--- config.mk ---
export PLATFORM = sky130hd
export DESIGN_NAME = note_lane_renderer_flat
export DESIGN_NICKNAME = d
export VERILOG_FILES = /design/src/rtl/note_lane_renderer_pkg.sv /design/src/rtl/note_lane_renderer_if.sv /design/src/rtl/note_lane_renderer_store.sv /design/src/rtl/note_lane_renderer.sv /design/src/flat_wrapper.sv
export SDC_FILE = /design/constraint.sdc
export NUM_CORES = 1
export LEC_CHECK = 0
export CAP_MARGIN = 10
export CORE_MARGIN = 5
export CORE_UTILIZATION = 25
export DETAILED_ROUTE_END_ITERATION = 8
export PLACE_DENSITY_LB_ADDON = 0.12
export SLEW_MARGIN = 25
export SYNTH_ARGS = -nofsm -noshare
export SYNTH_HDL_FRONTEND = slang
export SYNTH_SLANG_ARGS = --single-unit
--- constraint.sdc ---
create_clock -name clk -period 3.7 [get_ports clk]
set_input_delay 0.555 -clock clk [delete_from_list [all_inputs] [get_ports clk]]
set_output_delay 0.555 -clock clk [all_outputs]
set_load 0.05 [all_outputs]
--- src/rtl/note_lane_renderer_pkg.sv ---
// Shared colour types, palette and helpers for the note lane renderer.
// Pixel format is RRGGBB, two bits per channel.
package note_pkg;

  typedef logic [5:0] rgb6_t;

  localparam rgb6_t BLACK   = 6'b00_00_00;
  localparam rgb6_t RED     = 6'b11_00_00;
  localparam rgb6_t GREEN   = 6'b00_11_00;
  localparam rgb6_t BLUE    = 6'b00_00_11;
  localparam rgb6_t YELLOW  = 6'b11_11_00;
  localparam rgb6_t ORANGE  = 6'b11_10_00;
  localparam rgb6_t WHITE   = 6'b11_11_11;
  localparam rgb6_t MAGENTA = 6'b11_00_11;
  localparam rgb6_t CYAN    = 6'b00_11_11;

  localparam rgb6_t LANE_COLOURS [8] = '{
    GREEN, YELLOW, BLUE, ORANGE,
    RED, WHITE, MAGENTA, CYAN
  };

  // Halve each 2-bit channel: shift right, keep one bit per field.
  function automatic rgb6_t dim(input rgb6_t c);
    return (c >> 1) & 6'b01_01_01;
  endfunction

endpackage

--- src/rtl/note_lane_renderer_if.sv ---
// Pixel/game bus between the timing + game side and the lane renderer.
// master drives coordinates and notes, slave returns pixels and exits.
interface note_lane_renderer_if
  import note_pkg::*;
#(
  parameter int NUM_LANES = 4
);

  logic [9:0]           col;
  logic [9:0]           row;
  logic                 valid;
  logic                 frame_start;
  logic                 pause;
  logic [NUM_LANES-1:0] note_in;
  rgb6_t                rgb;
  logic [NUM_LANES-1:0] note_out;

  modport master (
    output col, row, valid,
    output frame_start, pause, note_in,
    input  rgb, note_out
  );

  modport slave (
    input  col, row, valid,
    input  frame_start, pause, note_in,
    output rgb, note_out
  );

endinterface

--- src/rtl/note_lane_renderer_store.sv ---
// Per-lane note shift registers and the shared scroll offset.
// A slot shift happens when the offset wraps past SLOT_H.
module note_lane_store
  import note_pkg::*;
#(
  parameter int NUM_LANES   = 4,
  parameter int NUM_SLOTS   = 15,
  parameter int SLOT_H      = 32,
  parameter int SCROLL_STEP = 2,
  localparam int OW = $clog2(SLOT_H)
) (
  input  logic                                 clk,
  input  logic                                 rst_n,
  input  logic                                 i_frame_start,
  input  logic                                 i_pause,
  input  logic [NUM_LANES-1:0]                 i_note_in,
  output logic [OW-1:0]                        o_offset,
  output logic [NUM_LANES-1:0][NUM_SLOTS-1:0]  o_slots,
  output logic [NUM_LANES-1:0]                 o_note_out
);

  localparam logic [OW:0] STEP_V = SCROLL_STEP[OW:0];

  logic [OW-1:0]                       r_offset;
  logic [NUM_LANES-1:0][NUM_SLOTS-1:0] r_slots;
  logic [NUM_LANES-1:0]                r_note_out;

  logic [OW:0] w_sum;
  logic        w_step;
  logic        w_wrap;

  assign w_step = i_frame_start & ~i_pause;
  assign w_sum  = {1'b0, r_offset} + STEP_V;
  // SLOT_H is a power of two, so the carry bit marks sum >= SLOT_H.
  assign w_wrap = w_sum[OW];

  always_ff @(posedge clk) begin
    if (!rst_n) begin
      r_offset   <= '0;
      r_slots    <= '0;
      r_note_out <= '0;
    end else begin
      r_note_out <= '0;
      if (w_step) begin
        r_offset <= w_sum[OW-1:0];
        if (w_wrap) begin
          for (int l = 0; l < NUM_LANES; l++) begin
            r_note_out[l] <= r_slots[l][NUM_SLOTS-1];
            r_slots[l]    <= (r_slots[l] << 1)
                           | NUM_SLOTS'(i_note_in[l]);
          end
        end
      end
    end
  end

  assign o_offset   = r_offset;
  assign o_slots    = r_slots;
  assign o_note_out = r_note_out;

endmodule

--- src/rtl/note_lane_renderer.sv ---
// Lane/note/hit-bar renderer with a one-cycle registered RGB output.
// Optional score panel when SCORE_PANEL_EN is defined.
module note_lane_renderer
  import note_pkg::*;
#(
  parameter int NUM_LANES   = 4,
  parameter int FIRST_X     = 220,
  parameter int LANE_W      = 35,
  parameter int LANE_GAP    = 20,
  parameter int SLOT_H      = 32,
  parameter int NUM_SLOTS   = 15,
  parameter int NOTE_H      = 16,
  parameter int SCROLL_STEP = 2,
  parameter int HIT_Y       = 440,
  parameter int HIT_H       = 4
) (
  input logic                  clk,
  input logic                  rst_n,
  note_lane_renderer_if.slave  bus
);

  localparam int OW = $clog2(SLOT_H);
  localparam logic [9:0]    NS_V  = 10'(NUM_SLOTS);
  localparam logic [OW-1:0] NH_V  = NOTE_H[OW-1:0];
  localparam logic [9:0]    HB_LO = 10'(HIT_Y);
  localparam logic [9:0]    HB_HI = 10'(HIT_Y + HIT_H);

  logic [OW-1:0]                       w_offset;
  logic [NUM_LANES-1:0][NUM_SLOTS-1:0] w_slots;
  logic [NUM_LANES-1:0]                w_note_out;

  note_lane_store #(
    .NUM_LANES   (NUM_LANES),
    .NUM_SLOTS   (NUM_SLOTS),
    .SLOT_H      (SLOT_H),
    .SCROLL_STEP (SCROLL_STEP)
  ) u_store (
    .clk           (clk),
    .rst_n         (rst_n),
    .i_frame_start (bus.frame_start),
    .i_pause       (bus.pause),
    .i_note_in     (bus.note_in),
    .o_offset      (w_offset),
    .o_slots       (w_slots),
    .o_note_out    (w_note_out)
  );

  assign bus.note_out = w_note_out;

  logic [9:0]    w_off10;
  logic [9:0]    w_d;
  logic [9:0]    w_s;
  logic [OW-1:0] w_r;
  logic          w_note_row;

  assign w_off10    = {{(10-OW){1'b0}}, w_offset};
  assign w_d        = bus.row - w_off10;
  assign w_s        = w_d >> OW;
  assign w_r        = w_d[OW-1:0];
  assign w_note_row = (bus.row >= w_off10)
                    && (w_s < NS_V)
                    && (w_r < NH_V);

  logic [NUM_LANES-1:0] w_lane_hit;
  rgb6_t                w_lane_rgb [NUM_LANES];

  for (genvar L = 0; L < NUM_LANES; L++) begin : g_lane
    localparam int    X0  = FIRST_X + L * (LANE_W + LANE_GAP);
    localparam logic [9:0] LO = 10'(X0);
    localparam logic [9:0] HI = 10'(X0 + LANE_W);
    localparam rgb6_t CLR = LANE_COLOURS[L % 8];

    logic [NUM_SLOTS-1:0] w_sel;
    logic                 w_lit;

    assign w_sel  = w_slots[L] >> w_s;
    assign w_lit  = w_note_row & w_sel[0];
    assign w_lane_hit[L] = (bus.col >= LO) && (bus.col < HI);
    assign w_lane_rgb[L] = w_lit ? CLR : dim(CLR);
  end

  logic w_panel;
`ifdef SCORE_PANEL_EN
  logic w_cell_col;
  logic w_panel_col;

  assign w_panel_col = (bus.col > 10'd20) && (bus.col < 10'd150);
  assign w_cell_col  =
      ((bus.col >= 10'd47)  && (bus.col <= 10'd71))
   || ((bus.col >= 10'd73)  && (bus.col <= 10'd97))
   || ((bus.col >= 10'd99)  && (bus.col <= 10'd123))
   || ((bus.col >= 10'd125) && (bus.col <= 10'd149));
  assign w_panel = w_panel_col && (
      ((bus.row > 10'd20) && (bus.row < 10'd60))
   || ((bus.row > 10'd70) && (bus.row < 10'd110) && w_cell_col));
`else
  assign w_panel = 1'b0;
`endif

  logic  w_in_lane;
  logic  w_hit_row;
  rgb6_t w_lane_px;
  rgb6_t w_pix;

  assign w_in_lane = |w_lane_hit;
  assign w_hit_row = (bus.row >= HB_LO) && (bus.row < HB_HI);

  // Lanes never overlap, so at most one entry is selected.
  always_comb begin
    w_lane_px = BLACK;
    for (int l = 0; l < NUM_LANES; l++) begin
      if (w_lane_hit[l]) w_lane_px = w_lane_rgb[l];
    end
  end

  always_comb begin
    w_pix = BLACK;
    if (!bus.valid)
      w_pix = BLACK;
    else if (bus.col == 10'd1 || bus.col == 10'd639)
      w_pix = WHITE;
    else if (w_panel)
      w_pix = WHITE;
    else if (w_hit_row && w_in_lane)
      w_pix = WHITE;
    else if (w_in_lane)
      w_pix = w_lane_px;
  end

  rgb6_t r_rgb;

  always_ff @(posedge clk) begin
    if (!rst_n) r_rgb <= BLACK;
    else        r_rgb <= w_pix;
  end

  assign bus.rgb = r_rgb;

endmodule

--- src/flat_wrapper.sv ---
// flat-port wrapper written by rule: the top's interface ports become plain ports
module note_lane_renderer_flat import note_pkg::*;
#(
  parameter int NUM_LANES   = 4,
  parameter int FIRST_X     = 220,
  parameter int LANE_W      = 35,
  parameter int LANE_GAP    = 20,
  parameter int SLOT_H      = 32,
  parameter int NUM_SLOTS   = 15,
  parameter int NOTE_H      = 16,
  parameter int SCROLL_STEP = 2,
  parameter int HIT_Y       = 440,
  parameter int HIT_H       = 4
)
  (clk, rst_n, bus_col, bus_row, bus_valid, bus_frame_start, bus_pause, bus_note_in, bus_rgb, bus_note_out);
  note_lane_renderer_if #(.NUM_LANES(NUM_LANES)) bus_i ();
  input logic clk;
  input logic rst_n;
  input wire logic [$bits(bus_i.col)-1:0] bus_col;
  input wire logic [$bits(bus_i.row)-1:0] bus_row;
  input wire logic [$bits(bus_i.valid)-1:0] bus_valid;
  input wire logic [$bits(bus_i.frame_start)-1:0] bus_frame_start;
  input wire logic [$bits(bus_i.pause)-1:0] bus_pause;
  input wire logic [$bits(bus_i.note_in)-1:0] bus_note_in;
  output wire logic [$bits(bus_i.rgb)-1:0] bus_rgb;
  output wire logic [$bits(bus_i.note_out)-1:0] bus_note_out;
  assign bus_i.col = bus_col;
  assign bus_i.row = bus_row;
  assign bus_i.valid = bus_valid;
  assign bus_i.frame_start = bus_frame_start;
  assign bus_i.pause = bus_pause;
  assign bus_i.note_in = bus_note_in;
  assign bus_rgb = bus_i.rgb;
  assign bus_note_out = bus_i.note_out;
  note_lane_renderer #(.NUM_LANES(NUM_LANES), .FIRST_X(FIRST_X), .LANE_W(LANE_W), .LANE_GAP(LANE_GAP), .SLOT_H(SLOT_H), .NUM_SLOTS(NUM_SLOTS), .NOTE_H(NOTE_H), .SCROLL_STEP(SCROLL_STEP), .HIT_Y(HIT_Y), .HIT_H(HIT_H)) u_core (.clk(clk), .rst_n(rst_n), .bus(bus_i));
endmodule
=== Yosys cells after proc, flatten, opt, wreduce, memory -nomap -nowiden ===
Index checks and enable logic that the tools add are counted.

* Register bits after elaboration: 75
* Input bits: 29
* Word-level logic and storage cells: 62

* $add $sub $neg: 2
* Magnitude comparators: 13
* Equality and inequality tests: 2
* Shifts and indexed selects: 4
* Muxes and demuxes: 11
* Bitwise operators: 10
* Reductions and logical operators: 13

{| class="wikitable"
|+ Operator list
! cell !! number
|-
| bitwise OR 15 x 1 -> 15 bit || 4
|-
| >> shifter 15 x 5 -> 1 bit || 4
|-
| 2-to-1 mux 6 bit || 8
|-
| greater-or-equal comparator 10 x 9 -> 1 bit (second input constant) || 4
|-
| less-than comparator 10 x 9 -> 1 bit (second input constant) || 4
|-
| equality test 10 x 1 -> 1 bit (second input constant) || 1
|-
| equality test 10 bit (second input constant) || 1
|-
| greater-or-equal comparator 10 x 5 -> 1 bit || 1
|-
| greater-or-equal comparator 10 x 8 -> 1 bit (second input constant) || 1
|-
| less-than comparator 10 x 8 -> 1 bit (second input constant) || 1
|-
| subtractor 10 x 5 -> 10 bit || 1
|-
| logical AND 1 bit || 8
|-
| 2-to-1 mux 4 bit || 2
|-
| adder 5 x 2 -> 6 bit (second input constant) || 1
|-
| AND 1 bit || 5
|-
| less-than comparator 5 x 4 -> 1 bit (second input constant) || 1
|-
| less-than comparator 5 bit (second input constant) || 1
|-
| AND reduction 2 bit || 2
|-
| OR reduction 4 bit || 1
|-
| AND reduction 3 bit || 1
|-
| 2-to-1 mux 2 bit || 1
|-
| logical OR 1 bit || 1
|-
| inverter 1 bit || 1
|}

=== Depth between registers and ports, before layout ===
* Depth after elaboration: 13
* Gate-level depth with buffers: 13
* Gate-level depth less buffers: 11

=== Cells and area by module ===
Synthesis repeated with hierarchy kept, for this count alone.

* Cell total of the unflattened synthesis: 498
* Area, all modules: 4451.8 sq um

{| class="wikitable"
|+ By module, submodules not included
! module !! times used !! cells an instance !! area an instance (sq um) !! seq. area each (sq um)
|-
| note_lane_store || 1 || 228 || 2539.9 || 1361.3
|-
| note_lane_renderer || 1 || 270 || 1911.8 || 120.1
|}

=== Worst setup path before layout ===
OpenSTA, ideal clock, no wires.

* Path type: input-to-reg
* From: in bus_row[2]
* To: reg u_core.r_rgb[3] (netlist: u_core.bus.rgb[3])
* Library setup time: 0.138 ns
* Data arrival time: 2.816 ns
* Data required time: 3.562 ns
* Slack: 0.746 ns
* Stages: 11
* Path buffers: 1
* Cell sequence: ha_1 -> nor2b_4 -> o31a_4 -> or3_1 -> buf_6 -> nand2_4 -> mux2_4 -> o31ai_2 -> o211ai_2 -> o311ai_1 -> a21oi_1

* Longest elaborated chain between the ends: 13

{| class="wikitable"
|+ Ends and longest elaborated chain
! item !! RTL line !! RTL
|-
| from (decl) || flat_wrapper.sv:20 || <nowiki>input wire logic [$bits(bus_i.row)-1:0] bus_row;</nowiki>
|-
| subtractor 10 x 5 -> 10 bit || note_lane_renderer.sv:57 || <nowiki>assign w_d = bus.row - w_off10;</nowiki>
|-
| less-than comparator 5 x 4 -> 1 bit || note_lane_renderer.sv:61 || <nowiki>&& (w_s < NS_V)</nowiki>
|-
| logical AND 1 bit || note_lane_renderer.sv:61 ||
|-
| logical AND 1 bit || note_lane_renderer.sv:62 || <nowiki>&& (w_r < NH_V);</nowiki>
|-
| AND 1 bit || note_lane_renderer.sv:77 || <nowiki>assign w_lit = w_note_row & w_sel[0];</nowiki>
|-
| 2-to-1 mux 4 bit || note_lane_renderer.sv:79 || <nowiki>assign w_lane_rgb[L] = w_lit ? CLR : dim(CLR);</nowiki>
|-
| 2-to-1 mux 4 bit || note_lane_renderer.sv:112 || <nowiki>if (w_lane_hit[l]) w_lane_px = w_lane_rgb[l];</nowiki>
|-
| 2-to-1 mux 6 bit (3 in series) || note_lane_renderer.sv:112 ||
|-
| 2-to-1 mux 6 bit || note_lane_renderer.sv:126 || <nowiki>else if (w_in_lane)</nowiki>
|-
| 2-to-1 mux 6 bit * || note_lane_renderer.sv:124 || <nowiki>else if (w_hit_row && w_in_lane)</nowiki>
|-
| 2-to-1 mux 6 bit * || note_lane_renderer.sv:120 || <nowiki>else if (bus.col == 10'd1 || bus.col == 10'd639)</nowiki>
|-
| to (signal assigned) || note_lane_renderer.sv:134 || <nowiki>else r_rgb <= w_pix;</nowiki>
|-
| to (decl) || note_lane_renderer.sv:130 || <nowiki>rgb6_t r_rgb;</nowiki>
|}

Every way passes the cells marked *; elsewhere a longest branch is shown, timed or not.
A chain may end at the register's enable or synchronous reset.

=== Worst setup path in the final report ===
Ends and elaborated chain as after synthesis.

==> results.yml <==
run_status:
  status: "finished, final reports clean"
placed_design:
  portBuffers: 37
  dpl-instance-area_um2: 4560
  pre_cts_ws_ns: 0.0776
  finalWeightedCongestion: 0.810
  dp_hpwl_um: 7740
layout:
  final_common_cell: "nand2_1"
  final_cell_mix: "nand2_1 (152), dfxtp_1 (74), a21boi_0 (48), clkdlybuf4s50_1 (36), buf_4 (22)"
  multi_input_area_um2: 2250
  area_growth_pct: 24.3
  drive_above_1_share_pct: 10.3
  n_fill_cell: 1641
  num_antenna_cells: 0
  utilization_pct: 31.9
  regArea_um2: 1480
  fin_nets: 564
  stdcell_area_um2: 4880
clocking:
  clockRootBuffer: "clkbuf_16"
  clk_latency_ns: 0.34
  hold_buffers: 0
  clk_pin_slew_ns: 0.06
  cts_sinks: 74
  cts_buffers: 9
  post_cts_buffers: 0
  cts.htree.levels: 3
  cts_tree: "yes"
  cts.repair.resized: 0
  max-clock-path-buffers: 2
yosys:
  ys.flop_type: "dfxtp_1"
  synth_area_um2: 3930
  ys_types: 59
  yosys.area.top_type: "dfxtp_1"
  yosys_warnings: 0
  avgSynthCellArea_um2: 7.98
  synth_edf_count: 0
  syn_nets: 526
  syn_inst: 492
  synthArstFlopShare_pct: 0
  synth.area.top_cells: "dfxtp_1 (38%), nand2_1 (15%), a21boi_0 (9.2%)"
  synth-seq-cells: 74
  netlist.area_leader.share_pct: 37.7
  synth.yosys.seq_area_share_pct: 37.7
global_routing:
  grt_pass1_wl_um: 18100
  grt_max_degree: 65
  overflow: 0
  antenna_found_initial: 0
  grt_pass1_vias: 3461
  grt_usage_pct: 12.5
power:
  power_density_nw_per_um2: 406
  p_leak_nw: 1.65
  ir_drop_v: 0.000211
drt:
  routed_wl_um: 11100
  dr_total_vias: 3565
  ant_nets: 0
  drt_pre_antenna_iters: 4
  wl_per_cell_um: 14.9
  drtIter0Drc: 189
  via_per_inst: 4.79
  remaining_drc_errors: 0
timing:
  relSlewSlack_pct: 53.5
  max_slew.worst_pin.slew_ns: 0.697
  hold_viol: 0
  finalCriticalPeriod_ns: 3.25
  fin_crit_sh_pct: 87.7
  fin_ws_ns: 0.454
  fmax_mhz: 308
  setup_tns_ns: 0
  skew_ns: 0.00992
  finalSetupViolCount: 0
  grt_setup_unrepaired: "false"
  slew_violations: 0
worst_setup_path:
  critPathSlowestCell: "or3_1"
  critPathArrivalTime_ns: 3.52
  crit_required_ns: 3.97
  critPathCaptureType: "register"
  path_cells: "clkdlybuf4s50_1 > ha_1 > nor2b_4 > o31a_4 > or3_1 > buf_4 > xor2_2 > nor2b_1 > o21ai_0 > o21ai_1 > o311ai_1 > a21oi_1"
  cp_max_fo: 7
  crit_type: "in2reg"
  path_delay_family: "compound AO/OA/AOI/OAI gates"
  cp-start-kind: "input pin"
  max_stage_delay_ns: 0.45
  cp.buffers_inverters: 2
die:
  die-area_um2: 18300
  start_util_pct: 25.6
  io_pins: 39
  die_x_um: 135
  coreArea_um2: 15300
  fp.dieH_um: 135
  rows: 45
worst_hold_path:
  hp-class: "reg2reg"
run:
  cap_violations: 0
[synthesized netlist by cell type (6+ instances only)]
library cell	n
a21boi_1	12
mux2i_1	9
nand2_1	152
dfxtp_1	74
nor3_1	6
clkbuf_1	23
nand3_1	16
a21oi_1	16
nor2_1	16
o221ai_1	6
o2111ai_1	6
o21ai_0	8
inv_1	9
a21boi_0	48
and3_1	9
[worst min-delay path: cells and delay by family, from the launching register on]
family	cells	cell delay, ns
AOI/OAI and AO/OA	1	0.05
and+or+nand+nor	1	0.05
DFF	1	0.31
[per-stage QoR]
stage,hold slack (ns),cells,power (W)
6_report,0.462,745,0.00198
5_1_grt,0.484,745,0.00207
4_1_cts,0.470,745,0.00202
3_5_place_dp,0.463,730,0.00104
3_3_place_gp,0.458,730,0.00104
2_1_floorplan,0.440,492,0.000953
[area by class of cell]
| cell class | instances | area share [%] |
|---|---|---|
| Clock buffer | 13 | 5.33 |
| Clock inverter | 2 | 1.23 |
| Inverter | 9 | 0.692 |
| Multi-Input combinational cell | 377 | 46.1 |
| Sequential cell | 74 | 30.4 |
| Tap cell | 211 | 5.41 |
| Timing Repair Buffer | 59 | 10.9 |
[registers in the layout, summed over array words and instances (netlist names)]
| name | count |
|---|---|
| u_core.u_store.o_note_out | 4 |
| u_core.u_store.o_slots | 60 |
| u_core.bus.rgb | 6 |
| u_core.u_store.o_offset | 4 |
[final timing paths]
kind              slack (ns)  depth (start not counted)                                     from                                      to
setup / recovery        0.45                         12                               bus_row[2]            u_core.bus.rgb[3]$_SDFF_PN0_
hold / removal          0.46                          2   u_core.u_store.o_slots[2]$_SDFFE_PN0P_  u_core.u_store.o_slots[3]$_SDFFE_PN0P_
setup reg to reg        0.68                         12  u_core.u_store.o_offset[3]$_SDFFE_PN0P_            u_core.bus.rgb[3]$_SDFF_PN0_
hold reg to reg         0.46                          2   u_core.u_store.o_slots[2]$_SDFFE_PN0P_  u_core.u_store.o_slots[3]$_SDFFE_PN0P_
[routing by layer]
layer	routed length, µm	track usage (%)	vias up
li1	-	-	1799
met1	5470	16.6	1697
met2	4970	19.7	57
met3	432	2.79	12
met4	192	5.04	0
met5	0	0	-
[power breakdown]
part / switching (W) / internal [W]
registers: 0.00000172 / 0.000799
clock network: 0.000337 / 0.000624
logic: 0.000119 / 0.0000985
total: 0.000458 / 0.00152
[kinds of logic after synthesis]
family | after synthesis | share of synthesized area, %
simple gates | 222 | 24.6
xor+xnor | 4 | 1.08
fa+ha+maj | 5 | 1.59
buf+inv | 41 | 5.10
mux | 13 | 3.82
compound gates | 133 | 26.1
flops | 74 | 37.7
Note: power is estimated with default switching activity, not from simulation.
